**src/rtl/alu_pkg.sv**
```systemverilog
// Shared definitions for the ALU result path: default bus widths used by the
// ALU top and by the result collector, and the unit tag encoding carried with
// every queued result.
package alu_pkg;

    localparam int ARITH_OUT_WIDTH = 32;
    localparam int LOGIC_OUT_WIDTH = 16;
    localparam int CMP_OUT_WIDTH   = 3;
    localparam int SHIFT_OUT_WIDTH = 16;
    localparam int RES_WIDTH       = 32;
    localparam int FIFO_DEPTH      = 4;
    localparam int COUNT_WIDTH     = $clog2(FIFO_DEPTH) + 1;
    localparam int TAG_WIDTH       = 2;

    localparam logic [TAG_WIDTH-1:0] TAG_ARITH = 2'b00;
    localparam logic [TAG_WIDTH-1:0] TAG_LOGIC = 2'b01;
    localparam logic [TAG_WIDTH-1:0] TAG_CMP   = 2'b10;
    localparam logic [TAG_WIDTH-1:0] TAG_SHIFT = 2'b11;

endpackage

```
**src/rtl/alu_result_collector_if.sv**
```systemverilog
// Result drain port of the collector: head entry data/tag/carry, valid/ready
// handshake and current queue occupancy.
//   master : driven by the collector (RES_OUT, RES_TAG, RES_CARRY, RES_VALID, COUNT out; RES_READY in)
//   slave  : the consumer side (mirror of master)
interface alu_result_collector_if
    import alu_pkg::*;
#(
    parameter int RES_width   = RES_WIDTH,
    parameter int COUNT_width = COUNT_WIDTH
);
    logic [RES_width-1:0]   RES_OUT;
    logic [TAG_WIDTH-1:0]   RES_TAG;
    logic                   RES_CARRY;
    logic                   RES_VALID;
    logic                   RES_READY;
    logic [COUNT_width-1:0] COUNT;

    modport master (
        output RES_OUT, RES_TAG, RES_CARRY, RES_VALID, COUNT,
        input  RES_READY
    );

    modport slave (
        input  RES_OUT, RES_TAG, RES_CARRY, RES_VALID, COUNT,
        output RES_READY
    );
endinterface

```
**src/rtl/alu_res_fifo.sv**
```systemverilog
// Generic synchronous show-ahead FIFO. The head entry is always presented on
// dout straight from storage; pop consumes it on the rising edge.
//   clk, rst_n : clock, asynchronous active-low reset (clears storage too)
//   push, din  : write request and data; accepted when not full, or when full
//                and a pop happens on the same edge
//   pop        : read request; ignored while empty
//   dout       : head entry
//   full, empty, count : occupancy status
module alu_res_fifo #(
    parameter int WIDTH = 8,
    parameter int DEPTH = 4
) (
    input  logic                     clk,
    input  logic                     rst_n,
    input  logic                     push,
    input  logic [WIDTH-1:0]         din,
    input  logic                     pop,
    output logic [WIDTH-1:0]         dout,
    output logic                     full,
    output logic                     empty,
    output logic [$clog2(DEPTH):0]   count
);
    localparam int PTR_W = $clog2(DEPTH);
    localparam int CNT_W = PTR_W + 1;

    logic [WIDTH-1:0] mem [DEPTH];
    logic [PTR_W-1:0] wr_ptr;
    logic [PTR_W-1:0] rd_ptr;
    logic             do_push;
    logic             do_pop;

    assign empty = (count == '0);
    assign full  = (count == CNT_W'(DEPTH));

    // A push into a full queue is allowed only when the head leaves on the
    // same edge; then wr_ptr == rd_ptr and the write replaces the popped slot.
    assign do_pop  = pop && !empty;
    assign do_push = push && (!full || do_pop);

    assign dout = mem[rd_ptr];

    always_ff @(posedge clk or negedge rst_n) begin
        if (!rst_n) begin
            for (int i = 0; i < DEPTH; i++) begin
                mem[i] <= '0;
            end
            wr_ptr <= '0;
            rd_ptr <= '0;
            count  <= '0;
        end else begin
            if (do_push) begin
                mem[wr_ptr] <= din;
                wr_ptr      <= wr_ptr + 1'b1;
            end
            if (do_pop) begin
                rd_ptr <= rd_ptr + 1'b1;
            end
            case ({do_push, do_pop})
                2'b10:   count <= count + 1'b1;
                2'b01:   count <= count - 1'b1;
                default: count <= count;
            endcase
        end
    end
endmodule

```
**src/rtl/alu_result_collector.sv**
```systemverilog
// Collects ALU unit results: decodes the one-hot unit flags, forms a tagged
// 32-bit entry for the single active unit and queues it in a show-ahead FIFO
// drained over a valid/ready port. Multiple simultaneous flags and results
// dropped on a full queue raise sticky error flags.
//   CLK, RST                 : clock, asynchronous active-low reset
//   ARITH_OUT, Carry_out     : arithmetic result and carry
//   LOGIC_OUT, CMP_OUT, SHIFT_OUT : other unit results
//   ARITH/LOGIC/CMP/SHIFT_Flag    : unit-active flags
//   ERR_CLR                  : synchronous clear of the sticky errors
//   res (master)             : drain port (head entry, handshake, COUNT)
//   ERR_MULTI, ERR_OVF       : sticky error flags
module alu_result_collector
    import alu_pkg::*;
#(
    parameter int ARITH_OUT_width = ARITH_OUT_WIDTH,
    parameter int LOGIC_OUT_width = LOGIC_OUT_WIDTH,
    parameter int CMP_OUT_width   = CMP_OUT_WIDTH,
    parameter int SHIFT_OUT_width = SHIFT_OUT_WIDTH,
    parameter int RES_width       = RES_WIDTH,
    parameter int FIFO_DEPTH      = alu_pkg::FIFO_DEPTH
) (
    input  logic                       CLK,
    input  logic                       RST,
    input  logic [ARITH_OUT_width-1:0] ARITH_OUT,
    input  logic                       Carry_out,
    input  logic [LOGIC_OUT_width-1:0] LOGIC_OUT,
    input  logic [CMP_OUT_width-1:0]   CMP_OUT,
    input  logic [SHIFT_OUT_width-1:0] SHIFT_OUT,
    input  logic                       ARITH_Flag,
    input  logic                       LOGIC_Flag,
    input  logic                       CMP_Flag,
    input  logic                       SHIFT_Flag,
    input  logic                       ERR_CLR,
    alu_result_collector_if.master     res,
    output logic                       ERR_MULTI,
    output logic                       ERR_OVF
);
    localparam int ENTRY_W = TAG_WIDTH + 1 + RES_width;

    logic [3:0]           flags;
    logic                 multi;
    logic                 single;
    logic [RES_width-1:0] entry_data;
    logic [TAG_WIDTH-1:0] entry_tag;
    logic                 entry_carry;
    logic [ENTRY_W-1:0]   head;
    logic                 full;
    logic                 empty;
    logic                 ovf_evt;

    assign flags = {SHIFT_Flag, CMP_Flag, LOGIC_Flag, ARITH_Flag};

    // Clearing the lowest set bit leaves something only if two or more are set.
    assign multi  = |(flags & (flags - 4'd1));
    assign single = (flags != 4'd0) && !multi;

    // Selection is only consumed when exactly one flag is high, so the
    // if-chain order carries no priority meaning.
    always_comb begin
        entry_data  = '0;
        entry_tag   = TAG_ARITH;
        entry_carry = 1'b0;
        if (ARITH_Flag) begin
            entry_data  = RES_width'(ARITH_OUT);
            entry_tag   = TAG_ARITH;
            entry_carry = Carry_out;
        end else if (LOGIC_Flag) begin
            entry_data = RES_width'(LOGIC_OUT);
            entry_tag  = TAG_LOGIC;
        end else if (CMP_Flag) begin
            entry_data = RES_width'(CMP_OUT);
            entry_tag  = TAG_CMP;
        end else if (SHIFT_Flag) begin
            entry_data = RES_width'(SHIFT_OUT);
            entry_tag  = TAG_SHIFT;
        end
    end

    alu_res_fifo #(
        .WIDTH (ENTRY_W),
        .DEPTH (FIFO_DEPTH)
    ) u_fifo (
        .clk   (CLK),
        .rst_n (RST),
        .push  (single),
        .din   ({entry_tag, entry_carry, entry_data}),
        .pop   (res.RES_READY),
        .dout  (head),
        .full  (full),
        .empty (empty),
        .count (res.COUNT)
    );

    assign res.RES_VALID = !empty;
    assign res.RES_TAG   = head[ENTRY_W-1 -: TAG_WIDTH];
    assign res.RES_CARRY = head[RES_width];
    assign res.RES_OUT   = head[RES_width-1:0];

    // Full implies non-empty, so RES_READY alone tells whether a slot frees up.
    assign ovf_evt = single && full && !res.RES_READY;

    // A new error on the same edge as ERR_CLR keeps the flag set.
    always_ff @(posedge CLK or negedge RST) begin
        if (!RST) begin
            ERR_MULTI <= 1'b0;
            ERR_OVF   <= 1'b0;
        end else begin
            ERR_MULTI <= multi   || (ERR_MULTI && !ERR_CLR);
            ERR_OVF   <= ovf_evt || (ERR_OVF   && !ERR_CLR);
        end
    end
endmodule

```
**src/flat_wrapper.sv**
```systemverilog
// flat-port wrapper written by rule: the top's interface ports become plain ports
module alu_result_collector_flat import alu_pkg::*;
#(
    parameter int ARITH_OUT_width = ARITH_OUT_WIDTH,
    parameter int LOGIC_OUT_width = LOGIC_OUT_WIDTH,
    parameter int CMP_OUT_width   = CMP_OUT_WIDTH,
    parameter int SHIFT_OUT_width = SHIFT_OUT_WIDTH,
    parameter int RES_width       = RES_WIDTH,
    parameter int FIFO_DEPTH      = alu_pkg::FIFO_DEPTH
)
  (CLK, RST, ARITH_OUT, Carry_out, LOGIC_OUT, CMP_OUT, SHIFT_OUT, ARITH_Flag, LOGIC_Flag, CMP_Flag, SHIFT_Flag, ERR_CLR, ERR_MULTI, ERR_OVF, res_RES_OUT, res_RES_TAG, res_RES_CARRY, res_RES_VALID, res_COUNT, res_RES_READY);
  alu_result_collector_if #(.RES_width(RES_width)) res_i ();
  input  logic CLK;
  input  logic RST;
  input  logic [ARITH_OUT_width-1:0] ARITH_OUT;
  input  logic Carry_out;
  input  logic [LOGIC_OUT_width-1:0] LOGIC_OUT;
  input  logic [CMP_OUT_width-1:0] CMP_OUT;
  input  logic [SHIFT_OUT_width-1:0] SHIFT_OUT;
  input  logic ARITH_Flag;
  input  logic LOGIC_Flag;
  input  logic CMP_Flag;
  input  logic SHIFT_Flag;
  input  logic ERR_CLR;
  output logic ERR_MULTI;
  output logic ERR_OVF;
  output wire logic [$bits(res_i.RES_OUT)-1:0] res_RES_OUT;
  output wire logic [$bits(res_i.RES_TAG)-1:0] res_RES_TAG;
  output wire logic [$bits(res_i.RES_CARRY)-1:0] res_RES_CARRY;
  output wire logic [$bits(res_i.RES_VALID)-1:0] res_RES_VALID;
  output wire logic [$bits(res_i.COUNT)-1:0] res_COUNT;
  input wire logic [$bits(res_i.RES_READY)-1:0] res_RES_READY;
  assign res_RES_OUT = res_i.RES_OUT;
  assign res_RES_TAG = res_i.RES_TAG;
  assign res_RES_CARRY = res_i.RES_CARRY;
  assign res_RES_VALID = res_i.RES_VALID;
  assign res_COUNT = res_i.COUNT;
  assign res_i.RES_READY = res_RES_READY;
  alu_result_collector #(.ARITH_OUT_width(ARITH_OUT_width), .LOGIC_OUT_width(LOGIC_OUT_width), .CMP_OUT_width(CMP_OUT_width), .SHIFT_OUT_width(SHIFT_OUT_width), .RES_width(RES_width), .FIFO_DEPTH(FIFO_DEPTH)) u_core (.CLK(CLK), .RST(RST), .ARITH_OUT(ARITH_OUT), .Carry_out(Carry_out), .LOGIC_OUT(LOGIC_OUT), .CMP_OUT(CMP_OUT), .SHIFT_OUT(SHIFT_OUT), .ARITH_Flag(ARITH_Flag), .LOGIC_Flag(LOGIC_Flag), .CMP_Flag(CMP_Flag), .SHIFT_Flag(SHIFT_Flag), .ERR_CLR(ERR_CLR), .res(res_i), .ERR_MULTI(ERR_MULTI), .ERR_OVF(ERR_OVF));
endmodule
```
**config.mk**
```make
export PLATFORM = sky130hd
export DESIGN_NAME = alu_result_collector_flat
export DESIGN_NICKNAME = d
export VERILOG_FILES = /design/src/rtl/alu_pkg.sv /design/src/rtl/alu_result_collector_if.sv /design/src/rtl/alu_res_fifo.sv /design/src/rtl/alu_result_collector.sv /design/src/flat_wrapper.sv
export SDC_FILE = /design/constraint.sdc
export NUM_CORES = 1
export LEC_CHECK = 0
export BUFFER_PORTS_ARGS = -buffer_cell sky130_fd_sc_hd__clkbuf_2
export CAP_MARGIN = 10
export CORE_ASPECT_RATIO = 0.5
export CORE_MARGIN = 2
export CORE_UTILIZATION = 50
export CTS_CLUSTER_SIZE = 24
export DETAILED_ROUTE_END_ITERATION = 7
export GPL_TIMING_DRIVEN = 0
export PLACE_DENSITY = 0.75
export SLEW_MARGIN = 25
export SYNTH_ARGS = -nofsm -noshare
export SYNTH_HDL_FRONTEND = slang
export SYNTH_SLANG_ARGS = --single-unit
```
**constraint.sdc**
```tcl
create_clock -name CLK -period 2.35 [get_ports CLK]
set_input_delay 0.47 -clock CLK [delete_from_list [all_inputs] [get_ports CLK]]
set_output_delay 0.47 -clock CLK [all_outputs]
set_load 0.02 [all_outputs]
```
==> run summary, run 1 <==
The area growth from synthesis to layout is 22.1%, and the number of unique standard cell types used by synthesis is 33. The number of endpoints with negative hold slack in the final report is 0, and the area of the mapped netlist is 0.00725 mm². The overall fraction of global-route tracks in use is 0.213, and the fmax is 0.436 GHz. The startpoint identified for the worst register-to-register timing path is u_core.u_fifo.count[0]. The slowest stage of the critical path belongs to the cell mux4_2.

The final layout contains routed wiring with a total length of 15600 µm. The maximum number of pins on one net before global-route repair came out at 90. After clock tree synthesis, the clock-pin slew on the worst setup and hold paths is 0.06 ns.

Setup repair after global routing could not meet its margin everywhere. The run gives 31 as the floorplan row count. The number of warnings printed during yosys synthesis was 0; the placer's final routability congestion estimate was 0.786. In the final timing run, aggregate negative setup slack is 0 ns.

In this run the number of H-tree levels came out at 4. Across the run, the number of max-cap violations was 0. The flop-to-flop setup slack was 0.08 ns. By area, the combinational part of the netlist is dominated by multiplexers. The post-route non-filler standard cell count was 830.

The run gives 479 as the number of cells produced by synthesis. Once layout is done, the placed cells without fillers occupy 0.00885 mm². The synthesized design contains 149 register bits.

The run gives 7590 µm as the met2 wirelength from detailed routing. The worst-case IR drop observed on VDD is 0.630 mV. The post-detailed-route wirelength per cell works out to 18.8 µm. The worst setup path is of the register to output port kind. The die covers 0.0155 mm². The xor/xnor cell area share of the yosys netlist came out at 0.00846. The largest single stage delay on the critical path is 0.54 ns. Counting cells, the worst reg-to-reg path comes to 9.

The number of buffers and inverters on the critical path is 3. The synthesized area per cell came out at 15.1 µm². The share of the core filled with cells was 0.618. From bottom edge to top edge, the die measures 89.1 µm. Fraction of final layout cells sized beyond drive strength 1: 0.491.

Walking the worst path, the cells encountered are buf_12, buf_12, mux4_2, clkbuf_2. The tools report the cell at the root of the clock tree as clkbuf_16. Leakage power: 4.15 nW.

After detailed routing, the met3 layer carries 549 µm of wire. The run gives 2 as the number of buffers between clock root and the deepest sink. Destination of the worst register-to-register timing path: u_core.u_fifo.count[2].

For this design the ratio of total power to cell area is 1350 mW/mm². The leading cell type in the layout, fill and taps excluded was dfrtp_1. The via density per instance is 5.40, and the first-pass GRT wire length is 25200 µm. TritonCTS built the clock tree. The tools report the type of element capturing the critical path as an output port. The post-detailed-route count of antenna-violating nets was 0; the top-level I/O count was 117.

The fraction of the mapped netlist area in compound gates is 0.0369. Synthesis produced a netlist with a net count of 561. The detailed router placed 4483 vias in this run.

In the layout the commonest cells are dfrtp_1 (148), clkbuf_2 (112), mux2_1 (58), mux2_2 (55), mux4_2 (35). The logs give 305 for the violation count after the first detailed-routing iteration and 1.83 ns for the data arrival time of the critical path. The proportion of synthesized chip area in sequential cells was 0.514; the worst-skew pair later-pin latency was 0.41 ns. TritonCTS created 17 clock buffers. The tools report the cell count after placement as 791. The path class of the tightest hold or removal check is input pin to async pin. After layout, the minimum clock period comes to 2.30 ns.

In this run the worst path has a maximum fanout of 10. The via count of the first global-routing pass was 4721; the total core area was 0.0143 mm². Routed signal wires occupy layers up through met4.

For the worst slew margin relative to its limit, the log shows 0.585. The number of iterations in the first detailed-routing pass was 5. The post-route fraction of the period consumed by the critical path came out at 0.977. The count of buffers added on input and output ports is 113. For this run, design rule violations remaining after detail routing come to 0. Global routing finished with a remaining overflow of 0.

The instance area after placement came out at 0.00813 mm². The clock net in this run drives a total of 149 sinks. The multiplexer area fraction after synthesis is 0.344, and the number of nets in the finished design is 702.

The post-synthesis share of cell area spent on and, or, nand and nor gates came out at 0.0413. The post-synthesis share of cell area spent on full adders, half adders and majority gates is 0.0128, and the final antenna diode count is 0. The die is 174 µm wide. The run gives 0.506 as the initial core utilization. After clock tree synthesis, the flow added hold-fix buffers numbering 0.

The setup violation total in the final timing report was 0. The detailed router put a total of 7360 µm of wire on met1. The run gives 0 as the count of pins over their slew limit. The run gives 0 as the number of antenna violations at the first check in global routing. The launching element type of the critical path was a register.

The run finished with clean final reports. Slew at the pin closest to its max-slew limit: 0.622 ns. The tools report the data required time of the worst path as 1.88 ns. The wire-length estimate of the detail-placed layout is 10500 µm. The critical path's most frequent cell is buf_12. The overall power is 0.0120 W, and the setup clock skew after layout is 0.0112 ns. In this design, the largest share of critical-path delay is due to multiplexers.
[cell usage after synthesis (all sizes together)]
cell type	n	area, µm²
dfrtp	149	3730
mux2	141	1690
mux4	35	788
buf	24	191
inv	22	82.6
and2	18	113
a21oi	15	75.1
a221oi	15	131
nor2	10	67.6
clkbuf	9	33.8
nand2	8	30.0
ha	5	62.6
nor2b	4	25.0
xor2	4	35.0
xnor2	3	26.3
nor3	2	10.0
nor4b	2	30.0
o22ai	2	12.5
o31ai	2	15.0
a211oi	1	20.0
a22o	1	8.76
fa	1	20.0
maj3	1	10.0
mux2i	1	10.0
nor3b	1	7.51
o21ai	1	5.00
or3	1	6.26
or4b	1	10.0
[report_power, final]
part	leakage, nW	internal (W)	switching, W	total [W]
Sequential	1.87	0.00374	0.000641	0.00438
Clock	0.272	0.00154	0.00105	0.00259
Combinational	2.01	0.00269	0.00233	0.00502
[worst register-to-register path, cell delays in order (launching register included)]
cell     delay (ns)
dfrtp_1        0.40
or4b_4         0.56
nor2b_4        0.16
inv_1          0.07
ha_2           0.18
inv_1          0.06
fa_2           0.34
xor2_1         0.15
nor2_1         0.14
xor2_1         0.16
[state kept, by name (all words and copies together) (netlist names)]
register	cells
u_core.u_fifo.mem	140
u_core.u_fifo.rd_ptr	2
u_core.u_fifo.wr_ptr	2
u_core.ERR_OVF	1
u_core.u_fifo.count	3
u_core.ERR_MULTI	1
[per-stage QoR]
stage | hold WS, ns | setup WS, ns
after detailed placement | 0.473 | -0.418
after CTS | 0.0555 | -0.00162
after global routing | 0.0655 | -0.0251
after global placement | 0.463 | -1.74
final | 0.0326 | 0.0544
after floorplan | 0.174 | -0.108
[per-layer routing]
layer / up-vias / GRT usage
met4: 0 / 0.0558
met3: 14 / 0.0412
met1: 2347 / 0.293
met2: 88 / 0.358
met5: - / 0
li1: 2034 / -
[what timing repair did]
action | in CTS | in global routing
endpoints found under the hold margin | 0 | 0
setup buffers | 1 | 9
setup endpoints to repair | 30 | 30
resized for setup | 23 | 3
pin swaps | 2 | 4
[logic make-up (layout without fill, tap and decap cells)]
| logic type | after synthesis | count (layout) |
|---|---|---|
| simple gates | 47 | 47 |
| flops | 149 | 149 |
| fa+ha+maj | 7 | 7 |
| buf+inv | 55 | 208 |
| xor+xnor | 7 | 7 |
| compound gates | 37 | 37 |
| mux | 177 | 177 |
[area by class of cell]
| class | instances | area (µm²) |
|---|---|---|
| Fill cell | 1060 | 5460 |
| Tap cell | 198 | 248 |
| Timing Repair Buffer | 124 | 677 |
| Buffer | 31 | 298 |
| Sequential cell | 149 | 3730 |
| Clock buffer | 21 | 470 |
| Inverter | 22 | 82.6 |
| Clock inverter | 10 | 97.6 |
| Multi-Input combinational cell | 275 | 3250 |
[worst max path at each step]
| stage | from | slack, ns | endpoint | depth (start not counted) |
|---|---|---|---|---|
| floorplan | LOGIC_Flag | -0.11 | u_core.u_fifo.count[2] | 11 |
| global placement | RST | -1.74 | u_core.u_fifo.mem[90] | 1 |
| detailed placement | CMP_Flag | -0.42 | u_core.u_fifo.count[2] | 12 |
| CTS | u_core.u_fifo.rd_ptr[0] | -0.002 | res_RES_TAG[0] | 4 |
| global route | u_core.u_fifo.count[0] | -0.03 | u_core.u_fifo.count[2] | 9 |
| finish | u_core.u_fifo.rd_ptr[0] | 0.05 | res_RES_TAG[0] | 4 |
(Power assumes the default switching activity.)
==> run 2, diff against run 1 <==
--- a/config.mk
+++ b/config.mk
@@ -9,3 +9,2 @@
 export CAP_MARGIN = 10
-export CORE_ASPECT_RATIO = 0.5
 export CORE_MARGIN = 2
==> constraint.sdc (replaced) <==
create_clock -name CLK -period 2.35 [get_ports CLK]
set_input_delay 0.1175 -clock CLK [delete_from_list [all_inputs] [get_ports CLK]]
set_output_delay 0.1175 -clock CLK [all_outputs]
set_load 0.02 [all_outputs]
==> run 2 against run 1 <==
  * Sequential power decreased by 1%
  * Largest cell class unchanged
  * Register-to-register slack improved by 0.04 ns
  * Critical path type is now register to register
  * Clock-buffer cell count is 2 higher
  * Hold slack gained 0.020 ns
  * Clock skew down 0.0060 ns
==> run summary, run 2 (synthesized netlist as in run 1, its figures left out) <==
The flow ran to the end, and the final reports show no timing, DRC or antenna violations. The run gives 0.115 ns as the smallest setup slack after layout. Setup repair after global routing left no endpoint under its margin. After global routing the overflow that remains totals 0. The tools report the worst vdd rail ir drop as 0.718 mV. In this run the register-to-register setup slack is 0.12 ns. The kind of path behind the tightest hold check was input pin to register. The setup clock skew after layout was 0.00527 ns. The design draws 0.0118 W. The leading cell type in the layout, fill and taps excluded is dfrtp_1.

Fraction of final layout cells sized beyond drive strength 1: 0.481. The count of buffers inserted at the top-level ports was 113. Type of element capturing the critical path: a register.

The number of antenna violations at the first check in global routing is 0, and the overall routed net length is 15800 µm. The smallest clock period supported by the final layout is computed as 2.23 ns. Setup total negative slack on the finished layout was measured at 0 ns.

The number of sinks on the clock net was 149; the overall fraction of global-route tracks in use was 0.216. CTS built an H-tree with a depth of 4. The start-to-end type of the worst setup path was register to register. TritonCTS built the clock tree.

Traced cell by cell, the critical path runs through or4b_4, nor2b_4, inv_2, ha_2, inv_1, fa_2, xor2_1, nor2_1, xor2_1. Excluding fillers, the count of instances in the completed layout stands at 812. The initial core utilization came out at 0.504.

Relative to the synthesized area, the layout overhead comes to 20.1%. The floorplan row count is 44. On the critical path, the stage with the largest delay is an instance of or4b_4. Total power per unit cell area: 1350 mW/mm². The startpoint identified for the worst register-to-register timing path is u_core.u_fifo.count[0].

In the routed layout, each cell is associated on average with a via count of 5.54. The floorplan step set the die height to 124 µm. The logs give 96 for the maximum number of pins on one net before global-route repair and 117 for the top-level I/O count. The top cell types in the final layout, fill and taps aside, are dfrtp_1 (147), clkbuf_2 (116), mux2_1 (58), mux2_2 (55), mux4_2 (35).

The detailed router finished its first iteration with 234 violations. Detailed routing inserted a total of 4496 vias. Slew at the pin closest to its max-slew limit: 0.686 ns. The number of nets in the finished design is 698. The tools report the post-detailed-route count of antenna-violating nets as 0. The largest registers in the layout are u_core.u_fifo.mem x140, u_core.u_fifo.count x3.

The worst setup path is launched from a register. The largest single stage delay on the critical path is 0.56 ns. The run gives 2.70 ns as the data required time of the worst path. For the worst-skew pair, the clock arrives at the later sink with an insertion delay of 0.42 ns.

Detailed placement finished with a half-perimeter wire length of 10900 µm. After clock tree synthesis, the clock-pin slew on the worst setup and hold paths is 0.06 ns. The cell sitting at the root of the clock tree is a clkbuf_16. The run gives 0 as the reported max-cap violation count. At the placement stage, the worst setup path has a slack of -0.0470 ns. The run gives 0.0144 mm² as the total core area. Timing startpoint of the critical path: u_core.u_fifo.count[0]. In this run the most critical hold path is launched from res_RES_READY. Number of endpoints with negative hold slack in the final report: 0. After detailed placement, the design holds a cell count of 777. In the final routed layout, each cell accounts on average for 19.5 µm. TritonCTS created 17 clock buffers. The final antenna diode count was 0. The run gives 4 as the number of iterations in the first detailed-routing pass.

At the worst endpoint, the arrival time is 2.59 ns. The register with the most flip-flops in the layout has 140 of them. The count of pins over their slew limit is 0. Along the worst path, the maximum fanout reaches 6. The run gives 0 as the setup violation total in the final timing report. Largest register by flop count: u_core.u_fifo.mem. The first global-routing pass estimated 25800 µm of wire. The logs give 0.447 GHz for the fmax and 4.09 nW for the leakage power. The post-route fraction of the period consumed by the critical path is 0.951, and the placer's final routability congestion estimate is 0.768. The width of the chip was 124 µm; the number of buffers between clock root and the deepest sink was 2. The floorplan step defined a die boundary enclosing 0.0155 mm². In the routed design, unresolved DRC markers number 0. The logs give 0.543 for the worst slew margin relative to its limit and 4956 for the via count of the first global-routing pass. In this design, the critical path's most frequently occurring cell is xor2_1.
[run 2: final timing paths]
check | to | depth (start not counted)
min in group asynchronous | u_core.u_fifo.count[0] | 2
worst max-delay path | u_core.u_fifo.count[2] | 9
max in group asynchronous | u_core.u_fifo.mem[54] | 3
worst max register to register | u_core.u_fifo.count[2] | 9
worst min register to register | u_core.u_fifo.mem[58] | 1
worst min-delay path | u_core.ERR_OVF | 3
[run 2: what timing repair did]
item / 4_1_cts / 5_1_grt
pin swaps: 2 / 2
setup buffers: 3 / 0
endpoints found under the hold margin: 56 / 0
hold buffers: 2 / 0
endpoints found under the setup margin: 30 / 12
gates resized for setup: 10 / 2
[run 2: final cells by class]
class	instances	area, µm²
Fill cell	1100	5660
Sequential cell	149	3730
Clock buffer	23	478
Multi-Input combinational cell	275	3230
Tap cell	184	230
Inverter	22	82.6
Timing Repair Buffer	119	644
Buffer	32	236
Clock inverter	8	76.3
[run 2: per-stage QoR]
| step | cell area [µm²] | hold WS, ns | util |
|---|---|---|---|
| finish | 8710 | 0.0525 | 0.606 |
| global route | 8710 | 0.0683 | 0.606 |
| global placement | 8060 | 0.341 | 0.561 |
| CTS | 8720 | 0.0927 | 0.607 |
| detailed placement | 8100 | 0.118 | 0.563 |
| floorplan | 7260 | -0.178 | - |
[run 2: critical path, delay by kind of cell, from the launching register on]
kind	cells	cell delay [ns]
xor gates and xnor gates	2	0.30
DFF	1	0.40
adders and majority gates	2	0.48
and+or+nand+nor	3	0.86
buffers and inverters	2	0.12
[run 2: where the power goes]
part           internal, W  switching (W)
clock network      0.00153        0.00102
logic              0.00253        0.00235
registers          0.00374       0.000597
[run 2: per-layer routing]
layer  vias up  wire (µm)  part of all wire  GRT usage
li1       2030          -                 -          -
met1      2354       6960              0.44      0.278
met2        93       7940              0.50      0.359
met3        19        647             0.041     0.0550
met4         0        261             0.017     0.0740
met5         -          0                 0          0
==> run 3, diff against run 2 <==
- clock period: 2.35 -> 1.9 ns (I/O delays scaled with it)
==> run 3 against run 2 <==
  * The run now ends with negative setup slack left
  * Fmax rose by 1.8%
  * Critical path type unchanged
  * Highest routed layer unchanged
  * Largest power group unchanged
  * First-iteration DRC count rose by 29%
  * Sequential power rose by 28%
  * Cell count rose by 4.9%
  * Global-route usage rose by 4.6 points
  * Clock-buffer cell count did not move
  * Power rose by 47%
  * Worst setup slack got worse by 0.41 ns
  * Sequential share of layout area fell by 5.7 points
==> run summary, run 3 (synthesized netlist as in run 1, its figures left out) <==
Once placement completed, the tool counted placed cells totaling 777. The post-route non-filler standard cell count was 852; the count of buffers inserted at the top-level ports was 113. In this run the clock root is driven by a clkbuf_16.

For the maximum number of pins on one net before global-route repair, the log shows 80. Max-cap violations in this run came to 0. The number of vias in the routed layout was 4870. The setup clock skew after layout is 0.00520 ns. Setup violations remaining at the end of the flow were counted as 159. In this run, the number of DRC markers left after iteration 0 of detailed routing was 303. The maximum cell stage delay along the critical path came out at 0.52 ns. The power share of the clock group came out at 0.188. The largest register by flop count is u_core.u_fifo.mem. The critical path in this run is classified as register to register.

Leaving out fill and tap cells, the most frequent cells in the layout are dfrtp_1 (146), mux2_4 (93), clkbuf_2 (85), mux2_2 (48), mux4_2 (35). The via count of the first global-routing pass is 5405, and the initial core utilization is 0.504. Data on the critical path is required at its endpoint by 2.25 ns.

The final reports fail on negative setup slack. TritonCTS built the clock tree. Counting every sink on the clock net gives 149.

For the worst setup path, the data arrival time is 2.55 ns. The smallest setup slack after layout was -0.295 ns; the total core area was 0.0144 mm². Across the VDD grid, the largest voltage drop is 0.970 mV. After clock tree synthesis, the clock-pin slew on the worst setup and hold paths is 0.06 ns.

Aggregate global routing overflow: 0. After detailed routing, the average wire length per cell comes to 22.9 µm. The multi-input combinational cells in the finished layout cover a total of 0.00351 mm².

The post-route fraction of the period consumed by the critical path works out to 1.16. Type of element capturing the critical path: a register. The run gives 0 as the remaining design rule violation count.

The placed instances occupy a cell area of 0.00810 mm². The logs give 2 for the number of buffers between clock root and the deepest sink and 0.262 for the overall fraction of global-route tracks in use. The tools report the sequential share of power as 0.321.

The fraction of final layout cells sized beyond drive strength 1 came out at 0.609. The switching power as a share of total power came out at 0.327. The switching component of the power is 0.00565 W. Width of the chip: 124 µm. The finished cells cover 0.0101 mm². The worst setup path is launched from a register. The clock period minus worst slack is 2.19 ns. The post-detailed-route count of antenna-violating nets was 0; the number of flip-flops under the largest register name was 140. The maximum fanout along the worst path came out at 2.

The tools report the number of levels in the clock H-tree as 4. The floorplan die area is 0.0155 mm². Setup repair after global routing could not meet its margin everywhere.

The final-layout fill cell count was 932; the first-pass GRT wire length was 31000 µm. The slowest stage of the critical path is the or4b_4 cell. The min-delay analysis places its worst path in the category input pin to register. The run finished, with violations left.

The share of total power in combinational logic was 0.491; the y dimension of the die was 124 µm. After legalization and detailed placement, the total HPWL measured 10900 µm. In the final design database the tool counted 738 nets. The worst hold-check slack is 0.107 ns. The worst-skew pair later-pin latency is 0.43 ns. Dividing total power by cell area gives a power density of 1720 mW/mm².

The number of endpoints with negative hold slack in the final report was 0; the slew at the pin closest to its max-slew limit was 0.760 ns. Sum of negative setup slack: -24.25 ns. The analysis attributes to cell leakage a power of 4.64 nW. The final layout contains routed wiring with a total length of 19500 µm. Flop-to-flop setup slack: -0.29 ns. The area growth from synthesis to layout was 38.7%; the final antenna diode count was 0. In the final layout, the registers with the most flip-flops are u_core.u_fifo.mem x140, u_core.u_fifo.count x3. Static timing analysis puts the maximum clock frequency at 0.456 GHz. Counting the buffers created by CTS gives 17. The signal on the critical path passes through or4b_4, nor2b_4, inv_2, ha_4, inv_2, fa_2, xor2_1, nor2_1, xor2_1. After floorplanning, the core was divided into 44 placement rows. The top-level I/O count was 117. The run gives 0 as the number of antenna violations at the first check in global routing. Leaving out fill and tap cells, the most frequent cell in the layout is dfrtp_1. The logs give 0.489 for the worst slew margin relative to its limit and 0.0116 W for the design internal power.

The via density per instance came out at 5.72. Across the whole layout, storage elements account for 0.00373 mm². For this run, the detailed router's first-pass iteration total came to 4. The congestion estimate from routability-driven global placement came to 0.763. The count of pins over their slew limit is 0.
==> run 3: power by group through the flow <==
stage	clock network, W	logic [W]	registers, W
after CTS	0.00324	0.00797	0.00542
after floorplan	0	0.00448	0.00517
final	0.00324	0.00847	0.00553
after global routing	0.00340	0.00891	0.00568
after global placement	0	0.00586	0.00525
after detailed placement	0	0.00602	0.00538
==> run 3: worst max-delay path: cells and delay by family, from the launching register on <==
kind	cells	cell delay [ns]
xor+xnor	2	0.30
simple gates	3	0.79
fa+ha+maj	2	0.52
buf+inv	2	0.13
flops	1	0.40
==> run 3: worst paths after layout <==
kind / from / endpoint / cells past startpoint
setup / recovery: u_core.u_fifo.count[0] / u_core.u_fifo.count[2] / 9
setup reg to reg: u_core.u_fifo.count[0] / u_core.u_fifo.count[2] / 9
max in group asynchronous: RST / u_core.u_fifo.mem[58] / 3
hold reg to reg: u_core.u_fifo.mem[42] / u_core.u_fifo.mem[42] / 1
hold / removal: ARITH_OUT[16] / u_core.u_fifo.mem[51] / 3
min in group asynchronous: RST / u_core.u_fifo.count[0] / 2
==> run 3: per-layer routing <==
| metal | routed length (µm) | global-route usage | vias up |
|---|---|---|---|
| met5 | 0 | 0 | - |
| met4 | 529 | 0.114 | 0 |
| met3 | 654 | 0.0520 | 43 |
| met2 | 10200 | 0.436 | 145 |
| met1 | 8140 | 0.335 | 2570 |
| li1 | - | - | 2112 |
==> run 3: area by class of cell <==
type                            count  share of cell area
Inverter                           22             0.00821
Multi-Input combinational cell    275               0.349
Timing Repair Buffer              161               0.158
Tap cell                          184              0.0229
Clock inverter                      8             0.00747
Buffer                             30              0.0342
Clock buffer                       23              0.0485
Sequential cell                   149               0.371
==> run 3: what timing repair did <==
action | CTS | global route
gates resized for setup | 162 | 71
setup buffers | 27 | 6
setup endpoints to repair | 155 | 173
gates cloned | 14 | 0
hold buffers | 2 | 0
pin swaps | 3 | 3
endpoints found under the hold margin | 80 | 0
==> run 3: metrics by stage <==
stage,power (W),utilization,setup slack [ns]
global placement,0.0111,0.561,-1.89
finish,0.0172,0.700,-0.295
CTS,0.0166,0.691,-0.325
floorplan,0.00965,-,-0.413
detailed placement,0.0114,0.563,-0.457
global route,0.0180,0.700,-0.401
